$ cat src/rtl/otter_hazard_ctrl.sv
// Hazard, forwarding and pipeline-control unit for the pipelined OTTER core.
// A scoreboard shift register mirrors every in-flight instruction behind decode.
module otter_hazard_ctrl #(
  parameter int NUM_STAGES = 3,
  parameter int LOAD_READY = 3,
  parameter int CNT_W      = 32,
  parameter int SEL_W      = $clog2(NUM_STAGES + 1)
) (
  input  logic             CLK,
  input  logic             RESET_N,
  input  logic             dec_valid,
  input  logic [4:0]       dec_rs1,
  input  logic [4:0]       dec_rs2,
  input  logic             dec_rs1_used,
  input  logic             dec_rs2_used,
  input  logic [4:0]       dec_rd,
  input  logic             dec_reg_write,
  input  logic             dec_is_load,
  input  logic             ex_branch_taken,
  input  logic             mem_busy,
  output logic             pc_write,
  output logic             dec_hold,
  output logic             ex_bubble,
  output logic             if_flush,
  output logic [SEL_W-1:0] ex_fwd_a_sel,
  output logic [SEL_W-1:0] ex_fwd_b_sel,
  output logic             dec_bypass_a,
  output logic             dec_bypass_b,
  output logic [CNT_W-1:0] stall_count,
  output logic [CNT_W-1:0] flush_count
);

  typedef struct packed {
    logic       valid;
    logic [4:0] rd;
    logic       wr;       // writes a real register (rd != x0)
    logic       load;
    logic [4:0] rs1;
    logic [4:0] rs2;
    logic       rs1_used;
    logic       rs2_used;
  } entry_t;

  entry_t sb [1:NUM_STAGES];
  entry_t dec_entry;
  logic   load_use;
  logic   flush;
  logic   stall_event;

  // True when entry e will write register s that the consumer actually reads.
  function automatic logic produces(input entry_t e, input logic [4:0] s, input logic used);
    return e.valid & e.wr & (e.rd == s) & used;
  endfunction

  always_comb begin
    dec_entry          = '0;
    dec_entry.valid    = 1'b1;
    dec_entry.rd       = dec_rd;
    dec_entry.wr       = dec_reg_write & (dec_rd != 5'd0);
    dec_entry.load     = dec_is_load;
    dec_entry.rs1      = dec_rs1;
    dec_entry.rs2      = dec_rs2;
    dec_entry.rs1_used = dec_rs1_used;
    dec_entry.rs2_used = dec_rs2_used;
  end

  // Only loads too young to have data at LOAD_READY stall decode.
  always_comb begin
    // NOTE: every always_comb output gets a default first so no latch is inferred.
    load_use = 1'b0;
    for (int p = 1; p <= LOAD_READY - 2; p++) begin
      if (sb[p].load && (produces(sb[p], dec_rs1, dec_rs1_used) ||
                         produces(sb[p], dec_rs2, dec_rs2_used)))
        load_use = 1'b1;
    end
    load_use = load_use & dec_valid;
  end

  assign flush       = ex_branch_taken & sb[1].valid;
  assign if_flush    = flush & ~mem_busy;
  assign ex_bubble   = (flush | load_use) & ~mem_busy;
  assign dec_hold    = mem_busy | (load_use & ~flush);
  assign pc_write    = ~dec_hold;
  assign stall_event = load_use & ~flush & ~mem_busy;

  // Scan oldest to youngest so the youngest matching producer wins.
  always_comb begin
    ex_fwd_a_sel = '0;
    ex_fwd_b_sel = '0;
    for (int p = NUM_STAGES; p >= 2; p--) begin
      if (produces(sb[p], sb[1].rs1, sb[1].rs1_used)) ex_fwd_a_sel = SEL_W'(p);
      if (produces(sb[p], sb[1].rs2, sb[1].rs2_used)) ex_fwd_b_sel = SEL_W'(p);
    end
    if (!sb[1].valid) begin
      ex_fwd_a_sel = '0;
      ex_fwd_b_sel = '0;
    end
  end

  // The last stage writes the register file in the same cycle decode reads it.
  assign dec_bypass_a = dec_valid & produces(sb[NUM_STAGES], dec_rs1, dec_rs1_used);
  assign dec_bypass_b = dec_valid & produces(sb[NUM_STAGES], dec_rs2, dec_rs2_used);

  always_ff @(posedge CLK or negedge RESET_N) begin
    if (!RESET_N) begin
      // NOTE: the scoreboard is a handful of flops, not a RAM, so every entry is reset.
      for (int k = 1; k <= NUM_STAGES; k++) sb[k] <= '0;
    end else if (!mem_busy) begin
      // NOTE: non-blocking assignments make the shift read the pre-edge values of every entry.
      for (int k = NUM_STAGES; k >= 2; k--) sb[k] <= sb[k-1];
      sb[1] <= (flush || load_use || !dec_valid) ? entry_t'('0) : dec_entry;
    end
  end

  always_ff @(posedge CLK or negedge RESET_N) begin
    if (!RESET_N) begin
      stall_count <= '0;
      flush_count <= '0;
    end else begin
      if (stall_event && (stall_count != {CNT_W{1'b1}}))
        stall_count <= stall_count + CNT_W'(1);
      if (if_flush && (flush_count != {CNT_W{1'b1}}))
        flush_count <= flush_count + CNT_W'(1);
    end
  end

endmodule

$ cat config.mk
export PLATFORM = sky130hd
export DESIGN_NAME = otter_hazard_ctrl
export DESIGN_NICKNAME = d
export VERILOG_FILES = /design/src/rtl/otter_hazard_ctrl.sv
export SDC_FILE = /design/constraint.sdc
export NUM_CORES = 1
export LEC_CHECK = 0
export BUFFER_PORTS_ARGS = -buffer_cell sky130_fd_sc_hd__buf_2
export CAP_MARGIN = 0
export CORE_ASPECT_RATIO = 0.5
export CORE_UTILIZATION = 30
export DETAILED_ROUTE_END_ITERATION = 16
export GPL_TIMING_DRIVEN = 0
export HOLD_SLACK_MARGIN = 0.08
export SETUP_SLACK_MARGIN = 0.4
export SYNTH_ARGS = -nofsm -noshare
export SYNTH_HDL_FRONTEND = slang
export SYNTH_SLANG_ARGS = --single-unit
$ cat constraint.sdc
create_clock -name CLK -period 3.03 [get_ports CLK]
set_input_delay 0.303 -clock CLK [delete_from_list [all_inputs] [get_ports CLK]]
set_output_delay 0.303 -clock CLK [all_outputs]
set_load 0.05 [all_outputs]
==> qor.txt <==
Seq/Total Area, Yosys: 50.22%
Fin cells: 779
Post-Synth XOR/XNOR Area: 18.11%
EDFF count, synth: 0
# placed instances: 762
Die X: 182.4 um
Worst path top cell family by delay: simple AND/OR/NAND/NOR gates
Placed wire-length estimate: 8.897 mm
Final WL: 11.80 mm
Wire length on met3: 402 um
Met2 Wirelength: 5.315 mm
ANT cells: 0
Dpl cell area: 0.005675 mm^2
Worst Setup Start Kind: flip-flop
FF-to-FF path depth: 8
P_int: 0.002187 W
WL per Instance: 15.15 um
Worst reg2reg path startpoint: stall_count[0]
H-tree levels: 3
Syn Nets: 469
Synthesized area per cell: 11.02 um^2
Worst R2R Setup Slack: 0.82 ns
Crit. End Element: output port
Layout area overhead: 22.57%
CTS Hold Bufs: 1
Gate power share: 13.6%
Main combinational cell family by area after synthesis: simple AND/OR/NAND/NOR gates
Worst vdd ir: 0.0002406 V
Yosys cell types: 46
Tot GR Track Use: 15.22%
Async set-reset flop share out of synthesis: 100.0%
Synth Warn #: 0
Critical path cell sequence: clkbuf_1, xnor2_1, nand4_1, or4_1, nor2_1, buf_2
Cell Rows: 32
Mapped Cells: 443
Hold Path Class: primary input to flip-flop
DR iter-0 viols: 198
Leakage: 2.768 nW
DRC Markers: 0
Final hold slack: 0.1914 ns
RSZ-0062 raised after global routing: no
# IOs: 98
Largest net degree at the start of global routing: 52
Switching pwr: 0.0008635 W
Clk slew on worst S/H paths: 0.07 ns
Layout cell share with drive strength beyond 1: 25.99%
Seq pwr share: 48.1%
Status: complete, no violations
Final Slew Violations: 0
Vias after detailed routing: 3719
Post-route clock period utilization: 78.24%
Simple-gate share of the synthesized area: 21.04%
Fmax: 421.8 MHz
Global-route wire length before repair: 20.03 mm
Sw Ratio: 28.31%
WHS Endpoint: sb[55]
Initial antenna violation count: 0
Least-Margin Pin Slew: 0.6494 ns
Worst EP required: 2.73 ns
Setup violators final: 0
Die height: 92.22 um
Clock Power Share: 38.3%
Max Cap Viol: 0
CP max stage cell: or4_1
Routed vias/inst: 4.774
CTS tree: done
1st-pass router iterations: 5
Clk_lat worst skew: 0.35 ns
Finished Cell Area: 0.005986 mm^2
Initial core utilization: 31.19%
Number of clock sinks: 98
Post-synthesis mux area share: 3.459%
Post-synthesis cell area: 0.004883 mm^2
Final Hold Viols: 0
Worst path max stage delay: 0.44 ns
Clk_skew: 0.01173 ns
Met1 WL: 5.971 mm
DR top layer: met4
Nets: 579
Core area: 0.01566 mm^2
Slew HR: 56.70%
Port buffer count: 97
Post-CTS Setup Inserts: 0
Vias in the first global route: 3724
Clock Tree Root: clkbuf_16
Hold Path Origin: dec_rd[1]
DIE AREA: 0.01682 mm^2
Min Tclk post-route: 2.371 ns
Synth Area in Compound Gates: 4.766%
ANT nets after route: 0
Post-CTS Resized: 0
Critical R2R Capture: stall_count[30]
Synth Area in Adders: 0.5124%
Synth Register Bits: 98
Worst EP arrival: 2.07 ns
Hold Crit Depth: 2
Sum Neg Setup Slack: 0 ns
Clock Path Buffers: 2
CP Buf/Inv Count: 2
Ys flop type: dfrtp_1
Worst Setup Path Type: flip-flop to output port
Cts bufs inserted: 9
Pwr dens: 509.6 mW/mm^2
Crit path max fanout: 5
Gpl congestion: 0.8265
Grt ovf: 0
[area by class of cell]
class / count / area [um^2]
Sequential cell: 98 / 2452
Buffer: 15 / 72.57
Clock inverter: 6 / 71.32
Multi-Input combinational cell: 325 / 2338
Tap cell: 221 / 276.5
Timing Repair Buffer: 99 / 525.5
Clock buffer: 10 / 229.0
Fill cell: 1549 / 9669
Inverter: 5 / 20.02
[registers in the layout, summed over array words and instances, names as in the netlist]
| register | flops |
|---|---|
| stall_count | 32 |
| sb | 34 |
| flush_count | 32 |
[Yosys cell counts, types with 10 or more instances]
| cell type | count | area, um^2 |
|---|---|---|
| clkbuf_1 | 10 | 37.54 |
| nand2_1 | 31 | 116.4 |
| xor2_1 | 19 | 166.4 |
| nand3_1 | 37 | 185.2 |
| nor3_1 | 10 | 50.05 |
| xnor2_1 | 82 | 718.2 |
| nand4_1 | 38 | 237.7 |
| a22o_1 | 18 | 157.7 |
| dfrtp_1 | 98 | 2452 |
| mux2_2 | 15 | 168.9 |
| nor2_1 | 20 | 75.07 |
| and3_1 | 13 | 81.33 |
[metrics by stage]
stage | utilization [%] | worst slack (ns) | power, W
floorplan | - | 0.4894 | 0.001757
global placement | 36.06 | 0.5585 | 0.001894
detailed placement | 36.25 | 0.8158 | 0.001911
CTS | 38.24 | 0.6470 | 0.003093
global route | 38.24 | 0.5343 | 0.003194
finish | 38.24 | 0.6592 | 0.003050
[power by group through the flow]
stage / clock network (W) / registers, W / logic (W)
after floorplan: 0 / 0.00156 / 0.000200
after global placement: 0 / 0.00149 / 0.000406
after detailed placement: 0 / 0.00149 / 0.000418
after CTS: 0.00120 / 0.00147 / 0.000420
after global routing: 0.00126 / 0.00148 / 0.000455
final: 0.00117 / 0.00147 / 0.000414
[metal layers]
metal | global-route usage [%] | vias up
met2 | 23.40 | 65
met4 | 3.992 | 0
li1 | - | 1800
met3 | 2.979 | 9
met1 | 21.77 | 1845
met5 | 0 | -
[cells by family after synthesis]
family	count (synthesis)
AOI/OAI and AO/OA	25
xor gates and xnor gates	101
adders and majority gates	2
buffers and inverters	20
DFF	98
muxes	15
and+or+nand+nor	182
[worst max-delay path by stage]
| stage | start | to | slack (ns) | cells after the start |
|---|---|---|---|---|
| final | sb[15] | ex_fwd_a_sel[0] | 0.66 | 6 |
| after global routing | sb[15] | ex_fwd_a_sel[0] | 0.53 | 6 |
| after CTS | sb[15] | ex_fwd_a_sel[0] | 0.65 | 6 |
| after detailed placement | stall_count[0] | stall_count[30] | 0.82 | 8 |
| after global placement | RESET_N | flush_count[16] | 0.56 | 1 |
| after floorplan | sb[16] | dec_bypass_a | 0.49 | 3 |
[cell usage in the layout (no fill, tap or decap), types with 2 or more instances in the layout]
cell type and instances:
a22o_1 18, and2_1 2, and3_1 13, and4_1 6, buf_1 2, buf_2 97
buf_6 2, clkbuf_1 11, clkbuf_16 9, clkinvlp_4 2, dfrtp_1 98, ha_1 2
inv_1 4, inv_6 3, mux2_2 15, nand2_1 31, nand2_2 2, nand3_1 37
nand4_1 38, nor2_1 20, nor3_1 10, nor3b_1 2, nor4_1 3, or4_1 3
xnor2_1 82, xor2_1 19
No activity file was read; power rests on OpenSTA's default activity.
